**src/rtl/fft64_inbuf_ctrl.sv**
```systemverilog
// rtl/fft64_inbuf_ctrl.sv - address/control sequencer for the FFT64 2x64 ping-pong reorder buffer
//
// Purpose: registers an input complex stream framed by start, writes it into one
// half of a 2x64 buffer and reads the other half in reordered order,
// one block behind. The read-issue and block-start flags are delayed by the
// buffer read latency so that vld/rdy line up with the data at the buffer output.
//
// Optional feature macro: FFT64_BITREV_EN
//   defined   : read address = 6-bit bit-reverse of the read counter
//   undefined : read address = read counter (plain 64-sample ping-pong delay)
//
// Ports:
//   clk        in   rising-edge clock
//   rst_n      in   asynchronous active-low reset
//   ed         in   global enable; nothing advances while low
//   start      in   stream start / resync pulse; sample 0 follows on the next ed cycle
//   dr, di     in   input sample, real / imaginary
//   we         out  buffer write enable
//   odd        out  half select; write half = ~odd, read half = odd
//   addrw      out  buffer write address
//   addrr      out  buffer read address
//   drw, diw   out  registered sample towards the buffer
//   rdy        out  one-cycle pulse with the first reordered sample of a block
//   vld        out  high while the buffer output carries reordered data
module fft64_inbuf_ctrl #(
  parameter int nb     = 16,
  parameter int rd_lat = 2
) (
  input  logic          clk,
  input  logic          rst_n,
  input  logic          ed,
  input  logic          start,
  input  logic [nb-1:0] dr,
  input  logic [nb-1:0] di,
  output logic          we,
  output logic          odd,
  output logic [5:0]    addrw,
  output logic [5:0]    addrr,
  output logic [nb-1:0] drw,
  output logic [nb-1:0] diw,
  output logic          rdy,
  output logic          vld
);

  typedef enum logic [1:0] {ST_IDLE, ST_FILL, ST_RUN} state_t;

  state_t          state;
  logic [5:0]      wcnt;
  logic [5:0]      rcnt;
  logic [rd_lat:0] vld_sr;
  logic [rd_lat:0] rdy_sr;
  logic            rd_issue;
  logic            rd_sob;

  function automatic logic [5:0] reorder(input logic [5:0] r);
    logic [5:0] res;
`ifdef FFT64_BITREV_EN
    for (int i = 0; i < 6; i++) res[i] = r[5-i];
`else
    res = r;
`endif
    return res;
  endfunction

  // Stage 0 of the delay line is loaded on the same edge that registers addrr,
  // so the tap at index rd_lat lines up with the buffer output.
  always_comb begin
    rd_issue = (state == ST_RUN);
    rd_sob   = rd_issue && (rcnt == 6'd0);
  end

  assign vld = vld_sr[rd_lat];
  assign rdy = rdy_sr[rd_lat];

  always_ff @(posedge clk or negedge rst_n) begin
    if (!rst_n) begin
      state  <= ST_IDLE;
      wcnt   <= '0;
      rcnt   <= '0;
      we     <= 1'b0;
      odd    <= 1'b0;
      addrw  <= '0;
      addrr  <= '0;
      drw    <= '0;
      diw    <= '0;
      vld_sr <= '0;
      rdy_sr <= '0;
    end else if (ed) begin
      drw <= dr;
      diw <= di;

      if (state != ST_IDLE) begin
        we    <= 1'b1;
        addrw <= wcnt;
        // Block boundary: addrw steps 63 -> 0. A resync never suppresses this.
        if (we && addrw == 6'd63) odd <= ~odd;
      end else begin
        we <= 1'b0;
      end

      if (start) begin
        // Resync: restart the write block, kill the read side and anything
        // still travelling through the delay line; odd is left alone.
        state  <= ST_FILL;
        wcnt   <= '0;
        rcnt   <= '0;
        vld_sr <= '0;
        rdy_sr <= '0;
      end else begin
        if (state != ST_IDLE) wcnt <= wcnt + 6'd1;
        if (state == ST_FILL && wcnt == 6'd63) begin
          state <= ST_RUN;
          rcnt  <= '0;
        end
        if (state == ST_RUN) begin
          addrr <= reorder(rcnt);
          rcnt  <= rcnt + 6'd1;
        end
        vld_sr <= {vld_sr[rd_lat-1:0], rd_issue};
        rdy_sr <= {rdy_sr[rd_lat-1:0], rd_sob};
      end
    end
  end

endmodule

```
**config.mk**
```make
export PLATFORM = sky130hd
export DESIGN_NAME = fft64_inbuf_ctrl
export DESIGN_NICKNAME = d
export VERILOG_FILES = /design/src/rtl/fft64_inbuf_ctrl.sv
export SDC_FILE = /design/constraint.sdc
export NUM_CORES = 1
export LEC_CHECK = 0
export CAP_MARGIN = 20
export CORE_ASPECT_RATIO = 0.75
export CORE_MARGIN = 2
export CORE_UTILIZATION = 42
export CTS_CLUSTER_DIAMETER = 80
export DETAILED_ROUTE_END_ITERATION = 8
export GPL_ROUTABILITY_DRIVEN = 0
export PLACE_DENSITY = 0.74
export SYNTH_ARGS = -nofsm -noshare
export SYNTH_HDL_FRONTEND = slang
export SYNTH_SLANG_ARGS = --single-unit
```
**constraint.sdc**
```tcl
create_clock -name clk -period 1.5 [get_ports clk]
set_input_delay 0.375 -clock clk [delete_from_list [all_inputs] [get_ports clk]]
set_output_delay 0.375 -clock clk [all_outputs]
set_load 0.005 [all_outputs]
```
==> results of run 1 <==
==> cells in the final DEF, fill, tap and decap left out, types with 3 or more instances in the layout <==
cell type,synthesis,final
buf_4,0,31
dfrtp_1,66,65
nor3_1,3,3
dlygate4sd2_1,0,48
o21ai_0,9,9
nor2_1,8,8
a21oi_1,3,3
nand2b_1,4,4
o22ai_1,3,3
inv_1,13,12
nand3_1,6,4
nand3b_1,4,4
mux2_2,44,44
nand2_1,6,6
clkbuf_8,0,12
clkdlybuf4s50_1,0,33
nand4_1,3,3
==> cell type report <==
type,count,area (µm²),share of cell area [%]
repair buffers,118,1056,25.70
well taps,81,101.3,2.466
flip-flops and latches,66,1653,40.23
clock inverters,2,35.03,0.8526
inverters,13,48.80,1.188
clock buffers,13,168.9,4.111
multi-input cells,124,1046,25.46
==> registers in the layout, summed over array words and instances (netlist names) <==
signal and cells:
addrr 6, addrw 6, diw 16, drw 16, odd 1, rcnt 6, rdy_sr 3, state 2
vld_sr 3, wcnt 6, we 1
==> critical path, stage by stage (launching register included) <==
cell	delay [ns]
dfrtp_1	0.36
ha_2	0.21
nand3_2	0.08
or3_4	0.44
buf_6	0.14
nor4b_1	0.13
==> metal layers <==
layer | track usage [%] | routed length (µm)
met1 | 22.21 | 2734
met2 | 27.36 | 2878
met3 | 8.083 | 487
met4 | 7.407 | 88
met5 | 0 | 0
==> final timing paths <==
check	from	end	slack (ns)	depth (start not counted)
setup / recovery	wcnt[1]	rcnt[5]	0.02	5
min in group clk	rdy_sr[1]	rdy_sr[2]	0.49	2
hold / removal	rst_n	addrw[5]	0.04	2
hold reg to reg	rdy_sr[1]	rdy_sr[2]	0.49	2
max in group asynchronous	rst_n	rcnt[0]	1.17	2
setup reg to reg	wcnt[1]	rcnt[5]	0.02	5
==> logic make-up (layout without fill, tap and decap cells) <==
logic type / Yosys count / after routing / synth area share (%)
simple gates: 47 / 47 / 9.778
flops: 66 / 66 / 60.03
compound gates: 25 / 25 / 5.821
buf+inv: 23 / 146 / 3.365
mux: 45 / 45 / 18.37
fa+ha+maj: 3 / 3 / 1.364
xor+xnor: 4 / 4 / 1.274
==> metrics by stage <==
| step | setup TNS, ns | hold slack, ns | instances | cell area, µm² |
|---|---|---|---|---|
| after floorplan | 0 | 0.07941 | 213 | 2753 |
| after global placement | -1.328 | 0.4202 | 392 | 3842 |
| after detailed placement | -1.753 | 0.4196 | 392 | 3842 |
| after CTS | 0 | 0.03847 | 416 | 4069 |
| after global routing | -0.1766 | 0.06172 | 417 | 4109 |
| final | 0 | 0.03696 | 417 | 4109 |
==> where the power goes <==
| part | leakage (nW) | switching, mW | internal [mW] |
|---|---|---|---|
| Sequential | 0.829 | 0.0875 | 1.94 |
| Combinational | 0.990 | 0.300 | 0.451 |
| Clock | 0.106 | 0.626 | 0.892 |
==> repair_timing <==
item	in CTS	in global routing
setup endpoints to repair	54	5
resized for setup	53	6
pin swaps	4	6
setup buffers	9	1
==> results.sh, run 1 <==
export IMPL_port_buffers=83
export IMPL_finalSetupViolCount=0
export IMPL_synth_cell_types=38
export IMPL_fmax_mhz=673.6
export IMPL_grt_total_usage_pct=17.77
export IMPL_fin_worst_skew_ns=0.005523
export IMPL_numCtsBuffers=9
export IMPL_vias_per_cell=4.986
export IMPL_utilization_pct=65.03
export IMPL_nFillCells=509
export IMPL_grt_pass1_vias=2058
export IMPL_drtAntennaViolNets=0
export IMPL_netlist_area_mm2=0.002751
export IMPL_synth_edff_count=0
export IMPL_drt_iter0_drc=73
export IMPL_root_buffer="clkbuf_8"
export IMPL_grt_max_degree=67
export IMPL_min_path_type="in -> async"
export IMPL_startpoint_type="flip-flop"
export IMPL_worstMarginPinSlew_ns=0.3513
export IMPL_critPathKind="reg -> reg"
export IMPL_clk_path_buf_depth=2
export IMPL_syn_inst=213
export IMPL_finalMaxSlewViolations=0
export IMPL_antenna_found_initial=0
export IMPL_synth_area_leaders="dfrtp_1 60%, mux2_2 18%, inv_1 1.8%"
export IMPL_n_antenna_cell=0
export IMPL_synthFlopType="dfrtp_1"
export IMPL_peakVddDrop_v=0.0005792
export IMPL_rows=25
export IMPL_ios=84
export IMPL_synth_top_cell_area_share_pct=60.03
export IMPL_place_worst_setup_slack_ns=-0.1643
export IMPL_slew_headroom_pct=76.58
export IMPL_firstDrtPassIters=4
export IMPL_crit_arrival_ns=1.71
export IMPL_rsz0062_at_grt="yes"
export IMPL_yosysMostFrequentCell="dfrtp_1"
export IMPL_die_area_mm2=0.007221
export IMPL_area_delta_synth_final_pct=49.34
export IMPL_leakagePower_nw=1.925
export IMPL_yosysSeqAreaShare_pct=60.03
export IMPL_clk_latency_ns=0.34
export IMPL_drc=0
export IMPL_hold_viol_final=0
export IMPL_die_y_um=74.10
export IMPL_min_period_over_period_pct=98.97
export IMPL_synth_seq_cells=66
export IMPL_grt_pass1_wl_um=9839
export IMPL_synthArstFlopShare_pct=100.0
export IMPL_grt_overflow_total=0
export IMPL_ctsHoldBuffers=0
export IMPL_nets=371
export IMPL_cts_htree_levels=3
export IMPL_wl_per_cell_um=14.84
export IMPL_synth_largest_area_cell="dfrtp_1"
export IMPL_via_count=2079
export IMPL_totalWireLength_um=6189
export IMPL_cts_tree="yes"
export IMPL_yosysWarnings=0
export IMPL_hpwl_um=4234
export IMPL_fin_ws_ns=0.01546
export IMPL_status="completed"
export IMPL_core_mm2=0.006319
export IMPL_syn_nets=252
export IMPL_power_density_mw_per_mm2=1047
export IMPL_drive_above_1_share_pct=32.14
export IMPL_required_ns=1.72
export IMPL_start_util_pct=43.54
export IMPL_die_w_um=97.46
export IMPL_total_power_mw=4.301
export IMPL_maxCapViolCount=0
export IMPL_min_period_ns=1.485
export IMPL_clk_pin_slew_ns=0.07
export IMPL_path_max_fanout=7
export IMPL_endpoint_kind="flip-flop"
export IMPL_synth_common_cells="66 x dfrtp_1, 44 x mux2_2, 13 x inv_1, 9 x o21ai_0, 8 x nor2_1"
export IMPL_clock_sinks=66
export IMPL_syn_area_per_cell_um2=12.92
Note: power is estimated with default switching activity, not from simulation.
==> inputs of run 2 (changes only) <==
CORE_MARGIN = not set   (was 2)
==> run 2 against run 1 <==
Global-route usage increased by 2.3 points. Register-to-register slack about the same. Clock skew decreased by 0.0024 ns. First-iteration DRC count increased by 26%. Final area increased by 1.9%.
==> results.sh, run 2 (same netlist as run 1, synthesis figures left out) <==
export IMPL_numCtsBuffers=9
export IMPL_grt_pass1_wl_um=10360
export IMPL_status="completed"
export IMPL_nets=375
export IMPL_critPathKind="reg -> reg"
export IMPL_clk_latency_ns=0.33
export IMPL_hpwl_um=4417
export IMPL_path_max_fanout=10
export IMPL_grt_max_degree=40
export IMPL_clk_path_buf_depth=2
export IMPL_endpoint_kind="flip-flop"
export IMPL_slew_headroom_pct=76.13
export IMPL_hold_viol_final=0
export IMPL_reg_top3="diw (16), drw (16)"
export IMPL_grt_total_usage_pct=20.12
export IMPL_die_w_um=95.46
export IMPL_drtAntennaViolNets=0
export IMPL_min_period_ns=1.476
export IMPL_post_place_cells=394
export IMPL_rsz0062_at_grt="yes"
export IMPL_fin_worst_skew_ns=0.003091
export IMPL_nFillCells=501
export IMPL_cts_htree_levels=3
export IMPL_fmax_mhz=677.4
export IMPL_core_mm2=0.006319
export IMPL_startpoint_type="flip-flop"
export IMPL_ios=84
export IMPL_antenna_found_initial=0
export IMPL_clk_pin_slew_ns=0.06
export IMPL_required_ns=1.72
export IMPL_drive_above_1_share_pct=33.14
export IMPL_finalSetupViolCount=0
export IMPL_totalWireLength_um=6294
export IMPL_clock_sinks=66
export IMPL_multiInputGateArea_mm2=0.001109
export IMPL_port_buffers=83
export IMPL_max_stage_delay_ns=0.45
export IMPL_path_cells="buf_4 -> o21ai_4 -> buf_6 -> mux2_2"
export IMPL_start_util_pct=43.54
export IMPL_crit_arrival_ns=1.70
export IMPL_wl_met2_um=2859
export IMPL_peakVddDrop_v=0.0006123
export IMPL_via_count=2130
export IMPL_die_area_mm2=0.006882
export IMPL_n_antenna_cell=0
export IMPL_min_period_over_period_pct=98.42
export IMPL_final_common_cell="dfrtp_1"
export IMPL_drt_iter0_drc=92
export IMPL_met3_length_um=600
export IMPL_final_cell_mix="65 x dfrtp_1, 48 x dlygate4sd2_1, 39 x mux2_2"
export IMPL_finalMaxSlewViolations=0
export IMPL_worstMarginPinSlew_ns=0.3580
export IMPL_r2r_cells=4
export IMPL_met1_length_um=2738
export IMPL_grt_pass1_vias=2248
export IMPL_total_power_mw=4.175
export IMPL_drc=0
export IMPL_instances_no_fill=422
export IMPL_grt_overflow_total=0
export IMPL_leakagePower_nw=1.961
export IMPL_area_delta_synth_final_pct=52.11
export IMPL_vias_per_cell=5.047
export IMPL_utilization_pct=66.24
export IMPL_rows=25
export IMPL_die_y_um=72.10
export IMPL_dr_max_layer_used="met4"
export IMPL_wl_per_cell_um=14.91
export IMPL_maxCapViolCount=0
export IMPL_crit_slowest_cell="dfrtp_2"
export IMPL_firstDrtPassIters=5
export IMPL_power_density_mw_per_mm2=997.6
export IMPL_register_area_mm2=0.001653
export IMPL_cts_tree="yes"
export IMPL_root_buffer="clkbuf_8"
export IMPL_min_path_type="in -> async"
export IMPL_tns_ns=0
## run 2: changes by cell type in the layout (fill, tap and decap cells not counted), sizes merged
cell	before	now
buf	37	40
bufinv	1	0
clkinv	1	2
clkbuf	13	14
clkdlybuf4s50	33	32
dlymetal6s2s	0	1
dlygate4sd3	0	1
## run 2: cell type report
cell class / instances / area share [%]
repair buffers: 122 / 26.07
clock inverters: 2 / 0.2392
well taps: 81 / 2.422
flip-flops and latches: 66 / 39.49
clock buffers: 14 / 4.126
inverters: 13 / 1.166
multi-input cells: 124 / 26.49
## run 2: final timing paths
kind / from / end / slack [ns]
min reg2reg: vld_sr[1] / vld_sr[2] / 0.50
max reg2reg: state[1] / addrw[4] / 0.02
min: rst_n / drw[11] / 0.48
min in group clk: vld_sr[1] / vld_sr[2] / 0.50
max: state[1] / addrw[4] / 0.02
max in group asynchronous: rst_n / rcnt[0] / 0.50
## run 2: stage by stage
stage	cell area, µm²	setup WS, ns	hold WS, ns
global placement	3845	-0.1824	0.3045
global route	4185	-0.05930	0.5041
finish	4185	0.02373	0.4816
floorplan	2753	0.0008296	0.07941
CTS	4064	0.001677	0.4692
detailed placement	3845	-0.2627	0.3057
## run 2: repair_timing
| action | 4_1_cts | 5_1_grt |
|---|---|---|
| hold buffers | 1 | 0 |
| hold endpoints to repair | 13 | 0 |
| gates resized for setup | 52 | 19 |
| pin swaps | 1 | 9 |
| buffers inserted | 9 | 2 |
| cloned | 0 | 0 |
| setup endpoints to repair | 66 | 10 |
## run 2: power by group
part	leakage, nW	total [mW]	internal (mW)	switching, mW
clock	0.0965	1.35	0.731	0.618
combinational	1.04	0.797	0.475	0.321
sequential	0.829	2.03	1.94	0.0864
## run 2: critical path, delay by kind of cell (launching register included)
family,cells,cell delay [ns]
buf+inv,2,0.32
compound gates,1,0.27
mux,1,0.32
flops,1,0.45
## run 2: per-layer routing
layer	global-route usage (%)	vias up
met5	0	-
met3	10.69	10
li1	-	996
met1	25.02	1046
met2	30.00	78
met4	6.965	0
==> inputs of run 3 (changes only) <==
CORE_ASPECT_RATIO = 0.5   (was 0.75)
PLACE_DENSITY = 0.73   (was 0.74)
RECOVER_POWER = 25   (was not set)
==> run 3 against run 2 <==
The flow now finishes with violations (negative setup slack). Setup slack got worse by 0.23 ns. Via count grew 0.28%. First-iteration DRC count up 11%. Utilization increased by 2.0 points. Power grew 11%. Count of clock-buffer cells in the layout fell by 3. Combinational power up 3.0%. Sequential cell count did not move. Clock power rose by 33%. Routed wire length up 4.3%. Final area is 1.3% higher.
==> results.sh, run 3 (same netlist as run 1, synthesis figures left out) <==
export IMPL_start_util_pct=44.33
export IMPL_n_antenna_cell=0
export IMPL_max_stage_delay_ns=0.44
export IMPL_totalWireLength_um=6566
export IMPL_path_cells="nand2b_4 -> or4_4 -> mux2i_1 -> nor4b_1"
export IMPL_grt_max_degree=67
export IMPL_hold_viol_final=0
export IMPL_min_period_over_period_pct=114.0
export IMPL_drc=0
export IMPL_crit_slowest_cell="dfrtp_2"
export IMPL_core_mm2=0.006206
export IMPL_status="finished with violations"
export IMPL_fmax_mhz=584.9
export IMPL_antenna_found_initial=0
export IMPL_crit_arrival_ns=1.90
export IMPL_register_area_mm2=0.001654
export IMPL_drt_iter0_drc=102
export IMPL_leakagePower_nw=1.981
export IMPL_grt_pass1_wl_um=10290
export IMPL_clk_path_buf_depth=2
export IMPL_critical_path_buf_inv_count=0
export IMPL_nets=379
export IMPL_rows=20
export IMPL_finalSetupViolCount=2
export IMPL_final_cell_mix="64 x dfrtp_1, 48 x dlygate4sd2_1, 44 x mux2_2"
export IMPL_grt_pass1_vias=2097
export IMPL_grt_overflow_total=0
export IMPL_drive_above_1_share_pct=34.02
export IMPL_placed_area_mm2=0.003854
export IMPL_final_common_cell="dfrtp_1"
export IMPL_multiInputGateArea_mm2=0.001090
export IMPL_nFillCells=481
export IMPL_slew_headroom_pct=41.20
export IMPL_cts_htree_levels=3
export IMPL_power_density_mw_per_mm2=1097
export IMPL_maxCapViolCount=0
export IMPL_port_buffers=83
export IMPL_ctsHoldBuffers=0
export IMPL_die_w_um=116.5
export IMPL_rsz0062_at_grt="yes"
export IMPL_drtAntennaViolNets=0
export IMPL_critPathKind="reg -> reg"
export IMPL_clk_pin_slew_ns=0.05
export IMPL_fin_worst_skew_ns=0.004175
export IMPL_worstMarginPinSlew_ns=0.8820
export IMPL_cts_tree="yes"
export IMPL_min_path_type="in -> async"
export IMPL_reg_top3="diw (16), drw (16)"
export IMPL_via_count=2136
export IMPL_required_ns=1.69
export IMPL_area_delta_synth_final_pct=54.02
export IMPL_die_y_um=59.23
export IMPL_crit_family="simple AND/OR/NAND/NOR gates"
export IMPL_tns_ns=-0.2100
export IMPL_finalMaxSlewViolations=0
export IMPL_path_max_fanout=6
export IMPL_hpwl_um=4142
export IMPL_clock_sinks=66
export IMPL_vias_per_cell=4.979
export IMPL_clk_latency_ns=0.33
export IMPL_endpoint_kind="flip-flop"
export IMPL_final_cell_area_mm2=0.004238
export IMPL_ios=84
export IMPL_fin_ws_ns=-0.2098
export IMPL_violations="negative setup slack"
export IMPL_die_area_mm2=0.006898
export IMPL_grt_total_usage_pct=20.53
export IMPL_peakVddDrop_v=0.0006870
export IMPL_wl_per_cell_um=15.31
export IMPL_min_period_ns=1.710
export IMPL_total_power_mw=4.649
export IMPL_numCtsBuffers=9
export IMPL_root_buffer="clkbuf_16"
export IMPL_firstDrtPassIters=4
export IMPL_startpoint_type="flip-flop"
## run 3: stage by stage
step	worst slack (ns)	utilization [%]	std cells	hold slack, ns
after detailed placement	-0.2203	62.10	401	0.4245
final	-0.2098	68.29	429	0.2815
after floorplan	0.0008296	-	213	0.07941
after global routing	-0.2490	68.29	429	0.3725
after global placement	-0.1665	62.10	401	0.4176
after CTS	-0.05253	66.21	420	0.06988
## run 3: where the power goes
group / total [mW] / switching [mW] / leakage [nW] / internal (mW)
sequential: 2.03 / 0.0813 / 0.829 / 1.95
combinational: 0.821 / 0.330 / 1.03 / 0.491
clock: 1.80 / 0.680 / 0.123 / 1.12
total: 4.65 / 1.09 / 1.98 / 3.56
## run 3: worst paths after layout
path	from	end	slack (ns)	cells after the start
max in group asynchronous	rst_n	state[0]	0.59	2
max reg2reg	state[0]	rcnt[5]	-0.21	4
min reg2reg	vld_sr[1]	vld_sr[2]	0.49	2
max	state[0]	rcnt[5]	-0.21	4
min in group clk	vld_sr[1]	vld_sr[2]	0.49	2
min	rst_n	drw[9]	0.28	2
## run 3: routing by layer
layer	track usage [%]	share of wire (%)	routed length (µm)
met5	0	0	0
met4	10.44	2.1	141
met3	6.646	4.3	281
met2	32.71	50	3290
met1	25.46	43	2852
## run 3: repair_timing
item,CTS,global route
hold endpoints to repair,0,0
pin swaps,1,11
setup endpoints to repair,62,23
buffers inserted,7,9
resized for setup,52,12
## run 3: cell type report
cell class | count | share of cell area, %
well taps | 88 | 2.598
clock buffers | 11 | 5.728
repair buffers | 126 | 25.66
flip-flops and latches | 66 | 39.03
clock inverters | 1 | 0.1181
multi-input cells | 124 | 25.72
inverters | 13 | 1.151
